### config.mk
export PLATFORM = sky130hd
export DESIGN_NAME = burst_word_decoder_flat
export DESIGN_NICKNAME = d
export VERILOG_FILES = /design/src/rtl/burst_word_decoder_if.sv /design/src/rtl/burst_word_decoder.sv /design/src/flat_wrapper.sv
export SDC_FILE = /design/constraint.sdc
export NUM_CORES = 1
export LEC_CHECK = 0
export CAP_MARGIN = 40
export CORE_MARGIN = 4
export CORE_UTILIZATION = 30
export CTS_BUF_LIST = sky130_fd_sc_hd__clkbuf_4
export DETAILED_ROUTE_END_ITERATION = 6
export DONT_BUFFER_PORTS = 1
export HOLD_SLACK_MARGIN = 0.1
export PLACE_DENSITY = 0.5
export SETUP_SLACK_MARGIN = 0.3
export SYNTH_ARGS = -nofsm -noshare
export SYNTH_HDL_FRONTEND = slang
export SYNTH_SLANG_ARGS = --single-unit
### constraint.sdc
create_clock -name clk -period 1.8 [get_ports clk]
set_clock_uncertainty 0.15 [all_clocks]
set_input_delay 0.36 -clock clk [delete_from_list [all_inputs] [get_ports clk]]
set_output_delay 0.36 -clock clk [all_outputs]
set_load 0.01 [all_outputs]
### src/rtl/burst_word_decoder_if.sv
// Handshake and word-select bus between a memory controller and burst_word_decoder.
// The controller drives through the master modport; the decoder uses the slave modport.
interface burst_word_decoder_if #(
  parameter int unsigned N             = 16,
  parameter int unsigned NO_ADDR_LINES = 4,
  parameter int unsigned BURST_W       = 4
) ();

  logic                     start;
  logic [NO_ADDR_LINES-1:0] start_addr;
  logic [BURST_W-1:0]       burst_len;
  logic                     wrap_en;
  logic                     stall;
  logic [N-1:0]             word_select_lines;
  logic [NO_ADDR_LINES-1:0] addr_out;
  logic                     busy;
  logic                     done;
  logic                     err;

  modport master (
    output start,
    output start_addr,
    output burst_len,
    output wrap_en,
    output stall,
    input  word_select_lines,
    input  addr_out,
    input  busy,
    input  done,
    input  err
  );

  modport slave (
    input  start,
    input  start_addr,
    input  burst_len,
    input  wrap_en,
    input  stall,
    output word_select_lines,
    output addr_out,
    output busy,
    output done,
    output err
  );

endinterface

### src/rtl/burst_word_decoder.sv
// Registered burst word-select decoder: steps a one-hot select through consecutive words
// from start_addr for burst_len+1 beats, with stall, optional wrap and out-of-range rejection.
module burst_word_decoder #(
  parameter int unsigned N             = 16,
  parameter int unsigned NO_ADDR_LINES = 4,
  parameter int unsigned BURST_W       = 4
) (
  input  logic               clk,
  input  logic               rst_n,
  burst_word_decoder_if.slave bus
);

  localparam logic [NO_ADDR_LINES:0]   NumWords = (NO_ADDR_LINES + 1)'(N);
  localparam logic [NO_ADDR_LINES-1:0] LastAddr = NO_ADDR_LINES'(N - 1);
  localparam logic [N-1:0]             SelZero  = N'(1);
  localparam logic [BURST_W:0]         CntOne   = (BURST_W + 1)'(1);

  typedef enum logic [1:0] {StIdle, StBurst, StDone} state_e;

  state_e                   state_q;
  logic [N-1:0]             sel_q;
  logic [NO_ADDR_LINES-1:0] addr_q;
  logic [BURST_W:0]         remain_q;
  logic                     busy_q;
  logic                     done_q;
  logic                     err_q;

  always_ff @(posedge clk or negedge rst_n) begin
    if (!rst_n) begin
      state_q  <= StIdle;
      sel_q    <= '0;
      addr_q   <= '0;
      remain_q <= '0;
      busy_q   <= 1'b0;
      done_q   <= 1'b0;
      err_q    <= 1'b0;
    end else begin
      // done and err are single-cycle pulses unless re-asserted below
      done_q <= 1'b0;
      err_q  <= 1'b0;
      unique case (state_q)
        StIdle: begin
          if (bus.start) begin
            if ({1'b0, bus.start_addr} < NumWords) begin
              state_q  <= StBurst;
              addr_q   <= bus.start_addr;
              sel_q    <= SelZero << bus.start_addr;
              remain_q <= {1'b0, bus.burst_len} + CntOne;
              busy_q   <= 1'b1;
            end else begin
              err_q <= 1'b1;
            end
          end
        end
        StBurst: begin
          if (!bus.stall) begin
            if (remain_q == CntOne) begin
              state_q  <= StDone;
              sel_q    <= '0;
              remain_q <= '0;
              busy_q   <= 1'b0;
              done_q   <= 1'b1;
            end else if (addr_q == LastAddr) begin
              if (bus.wrap_en) begin
                addr_q   <= '0;
                sel_q    <= SelZero;
                remain_q <= remain_q - CntOne;
              end else begin
                // Ran off the top of the array with beats still owed
                state_q  <= StDone;
                sel_q    <= '0;
                remain_q <= '0;
                busy_q   <= 1'b0;
                done_q   <= 1'b1;
                err_q    <= 1'b1;
              end
            end else begin
              addr_q   <= addr_q + NO_ADDR_LINES'(1);
              sel_q    <= sel_q << 1;
              remain_q <= remain_q - CntOne;
            end
          end
        end
        StDone: begin
          state_q <= StIdle;
        end
        default: begin
          state_q <= StIdle;
        end
      endcase
    end
  end

  assign bus.word_select_lines = sel_q;
  assign bus.addr_out          = addr_q;
  assign bus.busy              = busy_q;
  assign bus.done              = done_q;
  assign bus.err               = err_q;

endmodule

### src/flat_wrapper.sv
// flat-port wrapper written by rule: the top's interface ports become plain ports
module burst_word_decoder_flat 
#(
  parameter int unsigned N             = 16,
  parameter int unsigned NO_ADDR_LINES = 4,
  parameter int unsigned BURST_W       = 4
)
  (clk, rst_n, bus_start, bus_start_addr, bus_burst_len, bus_wrap_en, bus_stall, bus_word_select_lines, bus_addr_out, bus_busy, bus_done, bus_err);
  burst_word_decoder_if #(.N(N), .NO_ADDR_LINES(NO_ADDR_LINES), .BURST_W(BURST_W)) bus_i ();
  input  logic clk;
  input  logic rst_n;
  input wire logic [$bits(bus_i.start)-1:0] bus_start;
  input wire logic [$bits(bus_i.start_addr)-1:0] bus_start_addr;
  input wire logic [$bits(bus_i.burst_len)-1:0] bus_burst_len;
  input wire logic [$bits(bus_i.wrap_en)-1:0] bus_wrap_en;
  input wire logic [$bits(bus_i.stall)-1:0] bus_stall;
  output wire logic [$bits(bus_i.word_select_lines)-1:0] bus_word_select_lines;
  output wire logic [$bits(bus_i.addr_out)-1:0] bus_addr_out;
  output wire logic [$bits(bus_i.busy)-1:0] bus_busy;
  output wire logic [$bits(bus_i.done)-1:0] bus_done;
  output wire logic [$bits(bus_i.err)-1:0] bus_err;
  assign bus_i.start = bus_start;
  assign bus_i.start_addr = bus_start_addr;
  assign bus_i.burst_len = bus_burst_len;
  assign bus_i.wrap_en = bus_wrap_en;
  assign bus_i.stall = bus_stall;
  assign bus_word_select_lines = bus_i.word_select_lines;
  assign bus_addr_out = bus_i.addr_out;
  assign bus_busy = bus_i.busy;
  assign bus_done = bus_i.done;
  assign bus_err = bus_i.err;
  burst_word_decoder #(.N(N), .NO_ADDR_LINES(NO_ADDR_LINES), .BURST_W(BURST_W)) u_core (.clk(clk), .rst_n(rst_n), .bus(bus_i));
endmodule
==> results.cfg <==
[finish]
mostFrequentLayoutCells = dfrtp_1, buf_4, nor2_1
layout_commonest_cell = dfrtp_1
final_core_util_pct = 46.8
final_area_um2 = 2280
layout.nets = 218
insertedDiodeCount = 0
syn_to_final_growth_pct = 47.1
drive_gt1_share_pct = 37.1

[global_route]
antenna_found_initial = 0
gr-max-usage-layer = met2
grt_first_pass_wirelength_um = 7710
grt_pass1_vias = 1456
met2_usage_pct = 22.4
met3_usage_pct = 5.53
grt_usage_pct = 15.5
grt_max_degree = 31
grt.met1_usage_pct = 21.2
grt_overflow_total = 0

[route]
via_count = 1463
drtAntennaViolNets = 0
firstDrtPassIters = 4
drc = 0
viasPerCell = 5.44
wl_per_cell_um = 17.6
drt_iter0_drc = 87
wl_um = 4740

[critical_path]
cpLargestDelayFamily = simple AND/OR/NAND/NOR gates
crit_path_max_incr_delay_ns = 0.41
endpoint_kind = register
critPathMaxFanout = 5
critPathBufInv = 0
critical_path_class = register to register
crit_arrival_ns = 1.91
worst_ep_required_time_ns = 1.92
worst_setup_path_start_kind = register
crit_chain = ha_2 -> and4b_1 -> or3_4 -> o41ai_4 -> a22o_1
timing.critical_path.slowest_stage_cell = dfrtp_1

[yosys]
syn_inst = 163
yosysTopAreaCell = dfrtp_1
synth_area_per_cell_um2 = 9.53
synth.distinct_cells = 33
synth_seq_area_share_pct = 48.3
syn_nets = 180
synth.area.top_cells = dfrtp_1, a21oi_1, a22oi_1
synth_area_um2 = 1550
synth_top_cell_area_share_pct = 48.3
ys_ff_latch = 30
yosysWarnings = 0

[clocking]
cts.sinks = 30
cts_tree = done
clk_pin_slew_worst_paths_ns = 0.12
insertion_delay_ns = 0.34
root_buffer = clkbuf_4
numCtsBuffers = 5
max-clock-path-buffers = 2
cts_max_level = 2

[floorplanning]
ios = 36
design.core.area_um2 = 4880
std_cell_rows = 25
fp.dieH_um = 79.9
die_area_um2 = 6390
initial_utilization_pct = 31.8
die_x_um = 79.9

[pwr]
power.total_uw = 4610
pwr_density_cell_nw_per_um2 = 2020
leakagePower_uw = 0.000937
peakVddDrop_mv = 0.691

[timing]
finalHoldViolations = 0
worstMarginPinSlew_ns = 0.486
fmax_ghz = 0.558
fin_crit_sh_pct = 99.5
whs_ns = 0.104
drv_slew = 0
final-setup-viol-count = 0
slew-limit-headroom_pct = 67.5
setup_ws_ns = 0.00892
layout_min_cycle_time_ns = 1.79
rsz0062_at_grt = true

[outcome]
status = complete, no violations

[place]
numPortBuffers = 0
gp_congestion = 0.850
post_dp_cell_area_um2 = 1800
hpwl_um = 3090
place_ws_ns = -0.112

[flow_run]
maxCapViolations = 0

[hold_path]
hp-class = input port to register
## cell type report
| cell class | instances | area [um^2] |
|---|---|---|
| Timing Repair Buffer | 39 | 363 |
| Fill cell | 484 | 2600 |
| Clock inverter | 3 | 63.8 |
| Clock buffer | 5 | 37.5 |
| Tap cell | 67 | 83.8 |
| Sequential cell | 30 | 752 |
| Inverter | 5 | 18.8 |
| Multi-Input combinational cell | 120 | 965 |
## worst paths after layout
path	cells after the start	slack, ns	start	to
min in group asynchronous	2	0.32	rst_n	u_core.bus.addr_out[3]$_DFFE_PN0P_
min reg2reg	1	0.44	u_core.bus.busy$_DFFE_PN0P_	u_core.bus.busy$_DFFE_PN0P_
min	2	0.10	bus_start_addr[2]	u_core.bus.addr_out[2]$_DFFE_PN0P_
max in group asynchronous	2	0.99	rst_n	u_core.state_q[1]$_DFFE_PN0P_
max	5	0.009	u_core.bus.addr_out[0]$_DFFE_PN0P_	u_core.remain_q[4]$_DFFE_PN0P_
max reg2reg	5	0.009	u_core.bus.addr_out[0]$_DFFE_PN0P_	u_core.remain_q[4]$_DFFE_PN0P_
## what timing repair did
item                                   CTS  global route
pin swaps                               27            13
buffers inserted                         5             2
setup endpoints to repair               28            30
gates cloned                             2             0
resized for setup                       25            23
hold buffers                             8             2
endpoints found under the hold margin   38             4
## report_power, final
| group | internal, uW | switching, uW | total, uW |
|---|---|---|---|
| clock network | 428 | 259 | 687 |
| logic | 1230 | 1250 | 2480 |
| registers | 1000 | 439 | 1440 |
## worst reg2reg max path, stage by stage, from the launching register on
cell and delay [ns]:
dfrtp_1 0.41, ha_2 0.18, and4b_1 0.19, or3_4 0.38, o41ai_4 0.22, a22o_1 0.19
## cells in the mapped netlist, drive strengths merged
master	number
a22o	4
nand2	5
a21oi	20
a211oi	1
nor2	24
buf	5
clkbuf	4
nor4b	1
xnor2	2
o21a	2
nand4	1
nand3	4
or3	1
dfrtp	30
a22oi	12
and3	4
nor3	6
o41ai	1
o21ai	5
inv	5
a32oi	5
nand2b	3
o22ai	1
a41oi	1
ha	4
o2bb2ai	2
nor2b	3
a31oi	3
and4b	1
o221ai	2
mux2i	1
## state kept, by name (all words and copies together) (netlist names)
name	count
u_core.state_q	2
u_core.remain_q	5
u_core.bus.done	1
u_core.bus.word_select_lines	16
u_core.bus.err	1
u_core.bus.busy	1
u_core.bus.addr_out	4
## kinds of logic (layout without fill, tap and decap cells)
group,Yosys count,in the layout,synth area share (%)
compound gates,59,59,25.9
simple gates,53,54,17.0
flops,30,30,48.3
buf+inv,14,52,3.79
fa+ha+maj,4,4,3.22
xor+xnor,2,2,1.13
mux,1,1,0.645
## layer usage
metal  part of all wire (%)  vias up
met2                     47       50
met3                    8.0        8
met5                      0        -
li1                       -      690
met1                     43      715
met4                    1.5        0
## metrics by stage
step / instances / TNS [ns]
2_1_floorplan: 163 / -0.112
3_3_place_gp: 242 / -0.0366
3_5_place_dp: 242 / -0.202
4_1_cts: 265 / 0
5_1_grt: 269 / -0.345
6_report: 269 / 0
Note: power is estimated with default switching activity, not from simulation.
